## config.mk

```make
export PLATFORM = sky130hd
export DESIGN_NAME = led_pattern_engine
export DESIGN_NICKNAME = d
export VERILOG_FILES = /design/src/rtl/led_pattern_engine.sv
export SDC_FILE = /design/constraint.sdc
export NUM_CORES = 1
export LEC_CHECK = 0
export CAP_MARGIN = 20
export CORE_ASPECT_RATIO = 1.2
export CORE_MARGIN = 2
export CORE_UTILIZATION = 58
export CTS_CLUSTER_DIAMETER = 100
export DETAILED_ROUTE_END_ITERATION = 10
export PLACE_DENSITY = 0.8
export RECOVER_POWER = 50
export SLEW_MARGIN = 20
export SYNTH_ARGS = -nofsm -noshare
export SYNTH_HDL_FRONTEND = slang
export SYNTH_SLANG_ARGS = --single-unit
```

## constraint.sdc

```tcl
create_clock -name CLK -period 6.05 [get_ports CLK]
set_input_delay 1.21 -clock CLK [delete_from_list [all_inputs] [get_ports CLK]]
set_output_delay 1.21 -clock CLK [all_outputs]
set_load 0.1 [all_outputs]
```

## src/rtl/led_pattern_engine.sv

```systemverilog
// LED pattern engine: rotate left/right, bounce and bar fill on a WIDTH-bit bank.
// Step timing comes from a prescaler clock-enable plus a 2-bit speed sub-counter.
module led_pattern_engine #(
  parameter int WIDTH    = 8,
  parameter int PRESCALE = 25000000,
  parameter int PW       = 25
) (
  input  logic             CLK,
  input  logic             rst,
  input  logic             en,
  input  logic [1:0]       mode,
  input  logic [1:0]       speed,
  output logic [WIDTH-1:0] led,
  output logic             step,
  output logic             wrap
);

  typedef enum logic [1:0] {
    MODE_ROTL   = 2'b00,
    MODE_ROTR   = 2'b01,
    MODE_BOUNCE = 2'b10,
    MODE_BAR    = 2'b11
  } mode_e;

  localparam logic [WIDTH-1:0] MSB_HOT  = {1'b1, {(WIDTH-1){1'b0}}};
  localparam logic [WIDTH-1:0] ONE      = {{(WIDTH-1){1'b0}}, 1'b1};
  localparam logic [PW-1:0]    PRE_LAST = PW'(PRESCALE - 1);

  logic [WIDTH-1:0] led_q, led_d;
  logic [PW-1:0]    pre_q, pre_d;
  logic [1:0]       sub_q, sub_d;
  logic             step_q, step_d;
  logic             wrap_q, wrap_d;
  logic             dir_q, dir_d;      // 0 = dot moving toward LSB
  logic             phase_q, phase_d;  // 0 = filling, 1 = draining
  mode_e            mode_q, mode_d;
  logic             do_step;
  logic             onehot;

  function automatic logic [WIDTH-1:0] start_pat(input logic [1:0] m);
    return (m == 2'b11) ? '0 : MSB_HOT;
  endfunction

  assign onehot = (led_q != '0) && ((led_q & (led_q - ONE)) == '0);

  always_ff @(posedge CLK) begin
    if (!rst) begin
      led_q   <= start_pat(mode);
      pre_q   <= '0;
      sub_q   <= '0;
      step_q  <= 1'b0;
      wrap_q  <= 1'b0;
      dir_q   <= 1'b0;
      phase_q <= 1'b0;
      mode_q  <= mode_e'(mode);
    end else begin
      led_q   <= led_d;
      pre_q   <= pre_d;
      sub_q   <= sub_d;
      step_q  <= step_d;
      wrap_q  <= wrap_d;
      dir_q   <= dir_d;
      phase_q <= phase_d;
      mode_q  <= mode_d;
    end
  end

  always_comb begin
    led_d   = led_q;
    pre_d   = pre_q;
    sub_d   = sub_q;
    dir_d   = dir_q;
    phase_d = phase_q;
    mode_d  = mode_q;
    step_d  = 1'b0;
    wrap_d  = 1'b0;
    do_step = 1'b0;

    // A mode change restarts the pattern and outranks any coincident step.
    if (mode_e'(mode) != mode_q) begin
      mode_d  = mode_e'(mode);
      led_d   = start_pat(mode);
      pre_d   = '0;
      sub_d   = '0;
      dir_d   = 1'b0;
      phase_d = 1'b0;
    end else if (en) begin
      if (pre_q == PRE_LAST) begin
        pre_d = '0;
        if (sub_q >= speed) begin
          sub_d   = '0;
          do_step = 1'b1;
        end else begin
          sub_d = sub_q + 2'd1;
        end
      end else begin
        pre_d = pre_q + PW'(1);
      end

      if (do_step) begin
        step_d = 1'b1;
        case (mode_q)
          MODE_ROTL, MODE_ROTR: begin
            if (!onehot) begin
              led_d  = MSB_HOT;
              wrap_d = 1'b1;
            end else begin
              led_d  = (mode_q == MODE_ROTL) ? {led_q[WIDTH-2:0], led_q[WIDTH-1]}
                                             : {led_q[0], led_q[WIDTH-1:1]};
              wrap_d = (led_d == MSB_HOT);
            end
          end
          MODE_BOUNCE: begin
            if (!onehot) begin
              led_d  = MSB_HOT;
              dir_d  = 1'b0;
              wrap_d = 1'b1;
            end else if (!dir_q) begin
              led_d = led_q >> 1;
              if (led_d[0]) dir_d = 1'b1;
            end else begin
              led_d = led_q << 1;
              if (led_d[WIDTH-1]) begin
                dir_d  = 1'b0;
                wrap_d = 1'b1;
              end
            end
          end
          default: begin
            if (!phase_q) begin
              led_d = {led_q[WIDTH-2:0], 1'b1};
              if (led_d == '1) phase_d = 1'b1;
            end else begin
              led_d = {led_q[WIDTH-2:0], 1'b0};
              if (led_d == '0) begin
                phase_d = 1'b0;
                wrap_d  = 1'b1;
              end
            end
          end
        endcase
      end
    end
  end

  assign led  = led_q;
  assign step = step_q;
  assign wrap = wrap_q;

endmodule

```

==> flow_summary.json <==
{
  "clockPowerShare_pct": 30.0,
  "fp.dieW_um": 58.53,
  "grt_max_degree": 26,
  "syn-cell-area_sq_um": 2069,
  "layout.nets": 257,
  "via_per_inst": 5.772,
  "tightest_slew_ns": 0.9722,
  "rsz0062_at_grt": "false",
  "synth_edf_count": 10,
  "vdd_drop_max_mv": 0.2086,
  "drc": 0,
  "hold-path-cell-count": 2,
  "antenna_found_initial": 0,
  "p_int_mw": 0.3998,
  "grt_pass1_vias": 1590,
  "clk_pin_slew_ns": 0.08,
  "arrival_ns": 3.70,
  "period_share_pct": 58.71,
  "yosys.cell_types.count": 45,
  "reg2reg_slack_ns": 3.29,
  "combPwrFrac_pct": 18.2,
  "area_growth_pct": 11.85,
  "drv_cap": 0,
  "ys_top_cells_by_area": "dfxtp_1 (30%), edfxtp_1 (15%), nor2_1 (6.9%), xnor2_1 (6.3%), nand2_1 (3.8%)",
  "switchingPower_mw": 0.1844,
  "top_usage_layer": "met2",
  "root_buffer": "clkbuf_8",
  "ys_seq_area_share_pct": 44.50,
  "ff2ff_path_depth": 5,
  "leakagePower_nw": 0.7695,
  "cts_setup_buffers": 0,
  "crit_type": "in -> reg",
  "hp-class": "reg -> reg",
  "reg2reg_from": "pre_q[6]",
  "setup_slack_ns": 2.498,
  "drtIter0Drc": 71,
  "regArea_sq_um": 920.9,
  "r2r-end": "pre_q[7]",
  "multi_input_area_sq_um": 1071,
  "numCtsBuffers": 5,
  "synth_largest_area_cell": "dfxtp_1",
  "ios": 17,
  "fill_cells": 302,
  "hold_path_startpoint": "pre_q[17]",
  "grt_overflow": 0,
  "clock_latency_ns": 0.29,
  "dpl_worst_slack_ns": 2.229,
  "start_util_pct": 61.46,
  "antenna_left": 0,
  "max_freq_mhz": 281.5,
  "ys_ff_latch": 41,
  "htree_num_levels": 2,
  "drive_above_1_share_pct": 5.645,
  "netSwitchingFraction_pct": 31.56,
  "worst_setup_path_start_kind": "primary input",
  "numClockSinks": 41,
  "setup_viol": 0,
  "use_met2_pct": 35.96,
  "slew_violations": 0,
  "place.gp.congestion": 0.7969,
  "cts_tree": "done",
  "fin_worst_skew_ns": 0.009938,
  "yosysTopAreaCellShare_pct": 29.99,
  "worstSetupEndpointType": "flip-flop",
  "synthTopCellsByCount": "nor2_1 (38), dfxtp_1 (31), nand2_1 (21)",
  "status": "completed",
  "grt_pass1_wl_um": 6693,
  "synth-async-reset-ratio_pct": 0,
  "port-buffer-count": 16,
  "grt_use_met3_pct": 4.478,
  "grt_use_met1_pct": 23.75,
  "crit_fanout": 25,
  "dieArea_sq_um": 4064,
  "grt_use_total_pct": 20.74,
  "synth_most_common_cell": "nor2_1",
  "die_h_um": 69.44,
  "required_ns": 6.20,
  "synthFlopType": "dfxtp_1",
  "fin_tns_setup_ns": 0,
  "post-route-min-period_ns": 3.552,
  "hpwl_um": 2588,
  "slew_headroom_pct": 34.98,
  "synth_nets": 242,
  "final_hold_viol_count": 0,
  "hold_end": "pre_q[17]",
  "rows": 23,
  "wl_um": 3730,
  "clockBufferDepth": 2,
  "ys_warn_count": 0,
  "cts_resized": 0,
  "power_density_nw_per_um2": 252.4,
  "core-area_sq_um": 3367,
  "syn_inst": 232,
  "avgSynthCellArea_sq_um": 8.920,
  "dr.pass1.iters": 4,
  "antenna_cells": 0,
  "wl_per_cell_um": 13.09,
  "vias": 1645,
  "power_frac_seq_pct": 51.8,
  "hold_buffers": 0
}
## registers in the layout, indices dropped and copies added, names as in the netlist
name	count
pre_q	25
led	8
sub_q	2
step	1
mode_q	2
dir_q	1
phase_q	1
wrap	1
## cells by family (layout without fill, tap and decap cells)
family,after synthesis,in the layout,share of synthesized area (%)
buffers and inverters,16,32,3.083
DFF,41,41,44.50
and+or+nand+nor,106,106,26.00
adders and majority gates,4,4,2.298
xor gates and xnor gates,24,24,10.16
AOI/OAI and AO/OA,39,39,12.94
muxes,2,2,1.028
## cell usage in the layout (no fill, tap or decap), drive strengths merged, types with 4 or more instances in the layout
cell type / synthesis / final
clkbuf: 5 / 5
xnor2: 15 / 15
or4: 7 / 7
dfxtp: 31 / 31
nand4: 5 / 5
o21ai: 9 / 9
a21oi: 7 / 7
edfxtp: 10 / 10
nor4: 5 / 5
a22o: 7 / 7
xor2: 9 / 9
nand3: 7 / 7
dlygate4sd3: 0 / 13
a22oi: 6 / 6
nor2: 38 / 38
nor3: 5 / 5
or3: 4 / 4
inv: 8 / 8
nand2: 21 / 21
## per-stage QoR
| stage | util [%] | total power, mW | hold WS, ns | instance area, sq um | std cells |
|---|---|---|---|---|---|
| 6_report | 68.75 | 0.5842 | 0.5089 | 2315 | 285 |
| 5_1_grt | 68.75 | 0.6136 | 0.5494 | 2315 | 285 |
| 4_1_cts | 69.16 | 0.5946 | 0.5136 | 2328 | 285 |
| 3_5_place_dp | 66.59 | 0.4186 | 0.4910 | 2242 | 277 |
| 3_3_place_gp | 66.59 | 0.4182 | 0.4818 | 2242 | 277 |
| 2_1_floorplan | - | 0.3921 | 0.4627 | 2069 | 232 |
## power by group through the flow
stage / logic [mW] / clock network [mW] / registers [mW]
2_1_floorplan: 0.0497 / 0 / 0.342
3_3_place_gp: 0.109 / 0 / 0.309
3_5_place_dp: 0.109 / 0 / 0.309
4_1_cts: 0.110 / 0.182 / 0.303
5_1_grt: 0.115 / 0.194 / 0.305
6_report: 0.106 / 0.175 / 0.303
## how the worst max path moves through the flow
stage / startpoint / endpoint / slack (ns) / cells past startpoint
after floorplan: en / led[0] / 3.14 / 6
after global placement: en / pre_q[3] / 2.25 / 6
after detailed placement: en / pre_q[10] / 2.23 / 6
after CTS: en / pre_q[23] / 2.54 / 6
after global routing: en / pre_q[23] / 2.28 / 6
final: en / pre_q[7] / 2.50 / 6
## area by class of cell
type / instances / share of cell area (%)
clock inverter: 3 / 0.7568
clock buffer: 5 / 2.973
inverter: 8 / 1.297
sequential: 41 / 39.78
multi-input combinational: 175 / 46.27
tap: 37 / 2.000
timing repair buffer: 16 / 6.919
## layer usage
layer / part of all wire (%) / vias to the layer above
met3: 3.9 / 9
met2: 51 / 35
met5: 0 / -
met4: 1.7 / 0
met1: 43 / 750
li1: - / 851
## critical path, cell delays in order
cell and delay (ns):
dlygate4sd3_1 0.63, and3_1 0.20, nand4_1 0.24, or4_1 0.66
nand2_1 0.64, nor2_1 0.12
Power figures use the tool's default switching activity.
